--- src/rtl/updown_counter_pkg.sv ---
// rtl/updown_counter_pkg.sv - shared mode encodings and step clamp for updown_counter_mod
package updown_counter_pkg;

  localparam logic MODE_WRAP = 1'b0;
  localparam logic MODE_SAT  = 1'b1;

  // Widest counter the clamp helper serves; callers cast to their own WIDTH.
  localparam int unsigned MAX_WIDTH = 32;

  function automatic logic [MAX_WIDTH-1:0] clamp_step(
    input logic [MAX_WIDTH-1:0] step,
    input logic [MAX_WIDTH-1:0] max_val
  );
    return (step > max_val) ? max_val : step;
  endfunction

endpackage

--- src/rtl/updown_counter_next.sv ---
// rtl/updown_counter_next.sv - combinational next-count, overflow and underflow for one step
module updown_counter_next
  import updown_counter_pkg::*;
#(
  parameter int WIDTH = 4
) (
  input  logic [WIDTH-1:0] counter,
  input  logic [WIDTH-1:0] s,
  input  logic [WIDTH-1:0] max_val,
  input  logic             up_down,
  input  logic             mode,
  output logic [WIDTH-1:0] next_count,
  output logic             ovf_n,
  output logic             unf_n
);

  // One extra bit keeps max_val+1 and counter+s exact for any WIDTH.
  logic [WIDTH:0] c_x;
  logic [WIDTH:0] s_x;
  logic [WIDTH:0] range_x;
  logic [WIDTH:0] sum_x;

  assign c_x     = {1'b0, counter};
  assign s_x     = {1'b0, s};
  assign range_x = {1'b0, max_val} + {{WIDTH{1'b0}}, 1'b1};
  assign sum_x   = c_x + s_x;

  always_comb begin
    next_count = counter;
    ovf_n      = 1'b0;
    unf_n      = 1'b0;
    if (s != '0) begin
      if (up_down) begin
        if (sum_x < range_x) begin
          next_count = sum_x[WIDTH-1:0];
        end else begin
          ovf_n      = 1'b1;
          next_count = (mode == MODE_SAT) ? max_val : WIDTH'(sum_x - range_x);
        end
      end else begin
        if (c_x >= s_x) begin
          next_count = counter - s;
        end else begin
          unf_n      = 1'b1;
          next_count = (mode == MODE_SAT) ? '0 : WIDTH'(c_x + range_x - s_x);
        end
      end
    end
  end

endmodule

--- src/rtl/updown_counter_mod.sv ---
// rtl/updown_counter_mod.sv - bounded, strided up/down counter with wrap/saturate and event pulses
module updown_counter_mod
  import updown_counter_pkg::*;
#(
  parameter int             WIDTH     = 4,
  parameter logic [WIDTH-1:0] RESET_VAL = '0
) (
  input  logic             clk,
  input  logic             reset,
  input  logic             en,
  input  logic             up_down,
  input  logic             load,
  input  logic [WIDTH-1:0] load_val,
  input  logic [WIDTH-1:0] step,
  input  logic [WIDTH-1:0] max_val,
  input  logic             mode,
  output logic [WIDTH-1:0] counter,
  output logic             ovf,
  output logic             unf,
  output logic             at_max,
  output logic             at_min
);

  logic [WIDTH-1:0] s;
  logic [WIDTH-1:0] next_count;
  logic             ovf_n;
  logic             unf_n;

  assign s = WIDTH'(clamp_step(MAX_WIDTH'(step), MAX_WIDTH'(max_val)));

  updown_counter_next #(
    .WIDTH (WIDTH)
  ) u_next (
    .counter    (counter),
    .s          (s),
    .max_val    (max_val),
    .up_down    (up_down),
    .mode       (mode),
    .next_count (next_count),
    .ovf_n      (ovf_n),
    .unf_n      (unf_n)
  );

  always_ff @(posedge clk) begin
    if (reset) begin
      counter <= RESET_VAL;
      ovf     <= 1'b0;
      unf     <= 1'b0;
    end else if (load) begin
      counter <= (load_val > max_val) ? max_val : load_val;
      ovf     <= 1'b0;
      unf     <= 1'b0;
    end else if (en) begin
      // A bound lowered below the current count snaps to it silently.
      if (counter > max_val) begin
        counter <= max_val;
        ovf     <= 1'b0;
        unf     <= 1'b0;
      end else begin
        counter <= next_count;
        ovf     <= ovf_n;
        unf     <= unf_n;
      end
    end else begin
      ovf <= 1'b0;
      unf <= 1'b0;
    end
  end

  assign at_max = (counter == max_val);
  assign at_min = (counter == '0);

endmodule

--- config.mk ---
export PLATFORM = sky130hd
export DESIGN_NAME = updown_counter_mod
export DESIGN_NICKNAME = d
export VERILOG_FILES = /design/src/rtl/updown_counter_pkg.sv /design/src/rtl/updown_counter_next.sv /design/src/rtl/updown_counter_mod.sv
export SDC_FILE = /design/constraint.sdc
export NUM_CORES = 1
export LEC_CHECK = 0
export ABC_AREA = 1
export CORE_MARGIN = 5
export CORE_UTILIZATION = 39
export DETAILED_ROUTE_END_ITERATION = 10
export HOLD_SLACK_MARGIN = 0.03
export PLACE_DENSITY = 0.67
export REMOVE_ABC_BUFFERS = 1
export SLEW_MARGIN = 20
export SYNTH_ARGS = -nofsm -noshare
export SYNTH_HDL_FRONTEND = slang
export SYNTH_SLANG_ARGS = --single-unit
--- constraint.sdc ---
create_clock -name clk -period 5.8 [get_ports clk]
set_clock_uncertainty 0.2 [all_clocks]
set_input_delay 1.16 -clock clk [delete_from_list [all_inputs] [get_ports clk]]
set_output_delay 1.16 -clock clk [all_outputs]
set_load 0.05 [all_outputs]
# Word-level counts from Yosys, hierarchy flattened
# Cells that the tools add are included.
dict set report totals {
  in_bits 18
  elab_cells 38
  ff_bits 6
}
dict set report op_classes {
  n_reduce_logical 7
  n_mux 13
  bitwise_logic 3
  add_sub_neg 6
  order_cmp 5
  eq_ne 1
}
# cell n
set op_table {}
lappend op_table {{2-to-1 mux 4 bit} 11}
lappend op_table {{greater-than comparator 4 bit} 3}
lappend op_table {{OR reduction 6 bit} 2}
lappend op_table {{subtractor 4 bit} 3}
lappend op_table {{adder 4 x 1 -> 5 bit, second input constant} 1}
lappend op_table {{adder 4 x 4 -> 5 bit} 1}
lappend op_table {{less-than comparator 5 bit} 1}
lappend op_table {{adder 4 bit} 1}
lappend op_table {{equality test 4 bit} 1}
lappend op_table {{>= comparator 4 bit} 1}
lappend op_table {{logical NOT 4 bit} 1}
lappend op_table {{nonzero test 4 bit} 1}
lappend op_table {{NOT 1 bit} 3}
lappend op_table {{nonzero test 3 bit} 1}
lappend op_table {{2-to-1 mux 1 bit} 2}
lappend op_table {{AND reduction 2 bit} 1}
lappend op_table {{nonzero test 2 bit} 1}

# Logic depth before layout (Yosys ltp)
dict set report depth {
  ltp_word 11
  ltp_mapped 28
}

# By module
# Synthesis repeated with hierarchy kept, for this count alone.
dict set report unflattened {
  hier_cells 276
  area_unflattened_um2 1747.9
}
# module n_inst area_each_um2 cells_each seq_area_each_um2
set by_module_without_submodules {}
lappend by_module_without_submodules {updown_counter_next 1 992.2 153 0.0}
lappend by_module_without_submodules {updown_counter_mod 1 755.7 123 120.1}

# Worst setup path before layout
# OpenSTA, ideal clock, no wires.
dict set report synth_timing {
  path_type {input -> register}
  start {in max_val[2]}
  end {reg counter[3]}
  t_arrival_ns 4.170
  cell_stages 23
  setup_slack_ns 1.366
  setup_time_ns 0.064
  required_time_ns 5.536
  cell_sequence {clkbuf_2 -> inv_1 -> ha_1 -> nand2_1 -> inv_2 -> nand3_1 -> nand2_2 -> nand2_1 -> nand2_1 -> ha_1 -> inv_1 -> fa_1 -> o31ai_1 -> ha_1 -> a21oi_1 -> nand3_1 -> nor2_1 -> nor2_1 -> nand2_1 -> nand2_1 -> a21oi_1 -> nor2_1 -> nor2_1}
}
dict set report synth_between {
  elab_chain_len 11
  word_cells_on_any_way 25
  cone_classes {add/sub (6); order compare (5); mux (11); reduce/logical (3)}
}
# item line
set synth_lines {}
lappend synth_lines {{from (decl)} updown_counter_mod.sv:15} ;# input logic [WIDTH-1:0] max_val,
lappend synth_lines {{greater-than comparator 4 bit} updown_counter_pkg.sv:14} ;# return (step > max_val) ? max_val : step;
lappend synth_lines {{2-to-1 mux 4 bit} updown_counter_pkg.sv:14}
lappend synth_lines {{adder 4 x 4 -> 5 bit} updown_counter_next.sv:26} ;# assign sum_x = c_x + s_x;
lappend synth_lines {{subtractor 4 bit} updown_counter_next.sv:38} ;# next_count = (mode == MODE_SAT) ? max_val : WIDTH'(sum_x - range_x);
lappend synth_lines {{2-to-1 mux 4 bit} updown_counter_next.sv:38}
lappend synth_lines {{2-to-1 mux 4 bit} updown_counter_next.sv:34} ;# if (sum_x < range_x) begin
lappend synth_lines {{2-to-1 mux 4 bit} updown_counter_next.sv:33} ;# if (up_down) begin
lappend synth_lines {{2-to-1 mux 4 bit} updown_counter_next.sv:32} ;# if (s != '0) begin
lappend synth_lines {{2-to-1 mux 4 bit} updown_counter_mod.sv:55} ;# if (counter > max_val) begin
lappend synth_lines {{2-to-1 mux 4 bit} updown_counter_mod.sv:53} ;# end else if (en) begin
lappend synth_lines {{2-to-1 mux 4 bit} updown_counter_mod.sv:49} ;# end else if (load) begin
lappend synth_lines {{to (signal assigned)} updown_counter_mod.sv:50} ;# counter <= (load_val > max_val) ? max_val : load_val;
lappend synth_lines {{to (signal assigned)} updown_counter_mod.sv:56} ;# counter <= max_val;
lappend synth_lines {{to (signal assigned)} updown_counter_mod.sv:60} ;# counter <= next_count;
lappend synth_lines {{to (decl)} updown_counter_mod.sv:17} ;# output logic [WIDTH-1:0] counter,
# Several ways; a longest one is shown, not always the timed one. The select of a mux whose other input is x is not followed.
# A chain may end at the register's enable or synchronous reset.

# Worst setup path in the final report
# Same ends and word-level chain as after synthesis.

==> impl_metrics.env <==
export IMPL_hold_ws_ps=476
export IMPL_slew_headroom_pct=66.7
export IMPL_arrival_ps=5250
export IMPL_post_cts_setup_buffer_count=0
export IMPL_reg2reg_to="counter[3]$_SDFFE_PP0P_"
export IMPL_hp_start="counter[3]$_SDFFE_PP0P_"
export IMPL_startpoint="max_val[2]"
export IMPL_ys_seq_elements=6
export IMPL_worst_pin_slew_ps=498
export IMPL_grt_antenna_before_repair=0
export IMPL_htree_levels=1
export IMPL_synth_top_area_share_pct=22.7
export IMPL_path_cells="clkdlybuf4s50_1, inv_1, ha_1, nand2_1, inv_2, nand3_1, nand2_2, nand2_1, nand2_1, ha_1, inv_1, fa_1, o31ai_1, ha_1, a21oi_1, nand3_1, nor2_1, nor2_1, nand2_1, nand2_1, a21oi_1, nor2_1, nor2_1"
export IMPL_crit_top_cell="nand2_1"
export IMPL_grt_pass1_wl_um=7790
export IMPL_fin_crit_ps=5290
export IMPL_grt_usage_pct=17.7
export IMPL_fillers=432
export IMPL_drt_vias_per_instance=5.08
export IMPL_ys_flop_type="dfxtp_1"
export IMPL_wl_per_cell_um=13.1
export IMPL_drt_first_pass_iters=4
export IMPL_syn_inst=271
export IMPL_critPathKind="primary input to register"
export IMPL_clkTransAtPathRegs_ps=40
export IMPL_critical_path_max_stage_delay_ps=630
export IMPL_timing_rr_start="counter[1]$_SDFFE_PP0P_"
export IMPL_fmax_mhz=189
export IMPL_syn2layout_area_growth_pct=21.7
export IMPL_cts_buffers=3
export IMPL_hold_class="register to register"
export IMPL_clk_latency_ps=220
export IMPL_core_area_sq_um=4060
export IMPL_cp_data_required_time_ps=5760
export IMPL_yosys_area_top_type="ha_1"
export IMPL_setup_tns_ps=0
export IMPL_post_dp_hpwl_um=3860
export IMPL_power_leakage_uw=0.00111
export IMPL_total_power_uw=584
export IMPL_synth_edff_count=0
export IMPL_cts_hold_buf=0
export IMPL_ys_warn_count=0
export IMPL_ir_worst_vdd_uv=158
export IMPL_final_max_slew_viol_count=0
export IMPL_status="completed"
export IMPL_postSynthAreaPerCell_sq_um=6.11
export IMPL_fp_row_count=23
export IMPL_diodes=0
export IMPL_synth_seq_area_share_pct=7.25
export IMPL_fin_crit_sh_pct=91.2
export IMPL_crit_path_start_kind="primary input"
export IMPL_cts_root_buf="clkbuf_8"
export IMPL_place_congestion=0.911
export IMPL_tritoncts="done"
export IMPL_drive_above_1_share_pct=5.69
export IMPL_rsz0062_at_grt="no"
export IMPL_min_to="counter[3]$_SDFFE_PP0P_"
export IMPL_finalWirelength_um=4580
export IMPL_syn_cell_area_sq_um=1660
export IMPL_hold_violations=0
export IMPL_seq_area_sq_um=120
export IMPL_setup_viol_count_final=0
export IMPL_grt_max_degree=11
export IMPL_cts_resized=0
export IMPL_via_count=1772
export IMPL_power_density_nw_per_um2=290
export IMPL_drtIter0Drc=63
export IMPL_synth_distinct_cells=27
export IMPL_start_util_pct=40.8
export IMPL_ios=26
export IMPL_synth_area_leaders="ha_1 (23%), nand2_1 (17%), inv_1 (11%), nand3_1 (10%), dfxtp_1 (7.3%)"
export IMPL_io_buffers=25
export IMPL_cp_slowest_cell="clkdlybuf4s50_1"
export IMPL_grt_pass1_vias=1780
export IMPL_reg2reg_slack_ps=2560
export IMPL_clkSinkCount=6
export IMPL_drcViolationCount=0
export IMPL_multi_input_area_sq_um=1340
export IMPL_die_area_sq_um=5650
export IMPL_nets=355
export IMPL_die_w_um=75.2
export IMPL_ant_nets=0
export IMPL_cp_end_kind="register"
export IMPL_fp_dieH_um=75.2
export IMPL_whs_path_depth=4
export IMPL_worstPathMaxFanout=7
export IMPL_overflow=0
export IMPL_maxCapViolations=0
export IMPL_clockBufferDepth=2
export IMPL_reg2reg_depth=13
export IMPL_async_reset_ff_share_pct=0
[flip-flops by register name (all words and copies together), names as in the netlist]
signal,flops
counter,4
ovf,1
unf,1
[area by class of cell]
class	instances	area share [%]
clock buffer	3	2.05
timing repair buffer	27	13.2
sequential	6	5.96
tap	50	3.10
multi-input combinational	212	66.2
inverter	51	9.50
[cells in the final DEF, fill, tap and decap left out]
| cell | instances |
|---|---|
| nor4_1 | 2 |
| clkdlybuf4s50_1 | 25 |
| dfxtp_1 | 6 |
| xor2_1 | 2 |
| fa_1 | 6 |
| xnor2_1 | 1 |
| nand2_1 | 76 |
| inv_1 | 47 |
| nand3_2 | 1 |
| mux2i_1 | 1 |
| nand3_4 | 1 |
| nand2_2 | 4 |
| nand4_1 | 6 |
| o21ai_2 | 1 |
| nor2_1 | 17 |
| nand3_1 | 33 |
| clkinv_1 | 2 |
| nor2_4 | 1 |
| buf_4 | 2 |
| or2_2 | 1 |
| ha_1 | 30 |
| or2_1 | 1 |
| a21oi_4 | 1 |
| o31ai_1 | 1 |
| o21ai_0 | 12 |
| a21oi_1 | 14 |
| clkbuf_8 | 3 |
| inv_2 | 2 |
[worst max-delay path by stage]
stage / endpoint / slack (ps) / cells after the start
after detailed placement: counter[3]$_SDFFE_PP0P_ / 300 / 23
final: counter[3]$_SDFFE_PP0P_ / 510 / 23
after CTS: counter[3]$_SDFFE_PP0P_ / 520 / 23
after global routing: counter[2]$_SDFFE_PP0P_ / 70 / 22
after floorplan: counter[3]$_SDFFE_PP0P_ / 1510 / 22
after global placement: counter[3]$_SDFFE_PP0P_ / 350 / 23
[layer usage]
layer	share of wire (%)	wire length [um]	global-route usage [%]	vias to the layer above
met2	50	2270	32.1	45
met1	44	2010	22.0	784
met3	5.4	247	2.00	6
met5	0	0	0	-
li1	-	-	-	937
met4	0.98	45	4.85	0
[worst max-delay path: cells and delay by family]
kind,cells,cell delay [ps]
adder cells (fa/ha/maj),4,1180
AO/OA/AOI/OAI,3,710
buffers and inverters,4,920
AND/OR/NAND/NOR,12,1250
[cell usage after synthesis (2+ instances only)]
cell      count
nor4_1        2
a21oi_1      14
nor2_1       17
nand4_1       6
ha_1         30
fa_1          6
nand2_2       4
dfxtp_1       6
xor2_1        2
nand2_1      76
inv_1        47
nand3_1      33
clkinv_1      2
o21ai_0      12
inv_2         2
[per-stage QoR]
stage	instance area [sq um]	setup slack (ps)	std cells	utilization [%]
finish	2020	512	349	49.7
global route	2020	71.3	349	49.7
CTS	2020	521	349	49.7
detailed placement	1970	302	346	48.7
global placement	1970	354	346	48.7
floorplan	1650	1510	269	-
[report_power, final]
| part | switching (uW) | internal [uW] | leakage (uW) |
|---|---|---|---|
| Clock | 17.4 | 44.5 | 0.0000216 |
| Sequential | 13.8 | 47.6 | 0.0000495 |
| Combinational | 290 | 171 | 0.00104 |
| Total | 321 | 263 | 0.00111 |
[cell families after synthesis]
| group | after synthesis | synth area share, % |
|---|---|---|
| muxes | 1 | 0.604 |
| buffers and inverters | 53 | 12.2 |
| AOI/OAI and AO/OA | 29 | 9.82 |
| and+or+nand+nor | 143 | 38.7 |
| adders and majority gates | 36 | 29.9 |
| DFF | 6 | 7.25 |
| xor gates and xnor gates | 3 | 1.59 |
No activity file was read; power rests on OpenSTA's default activity.
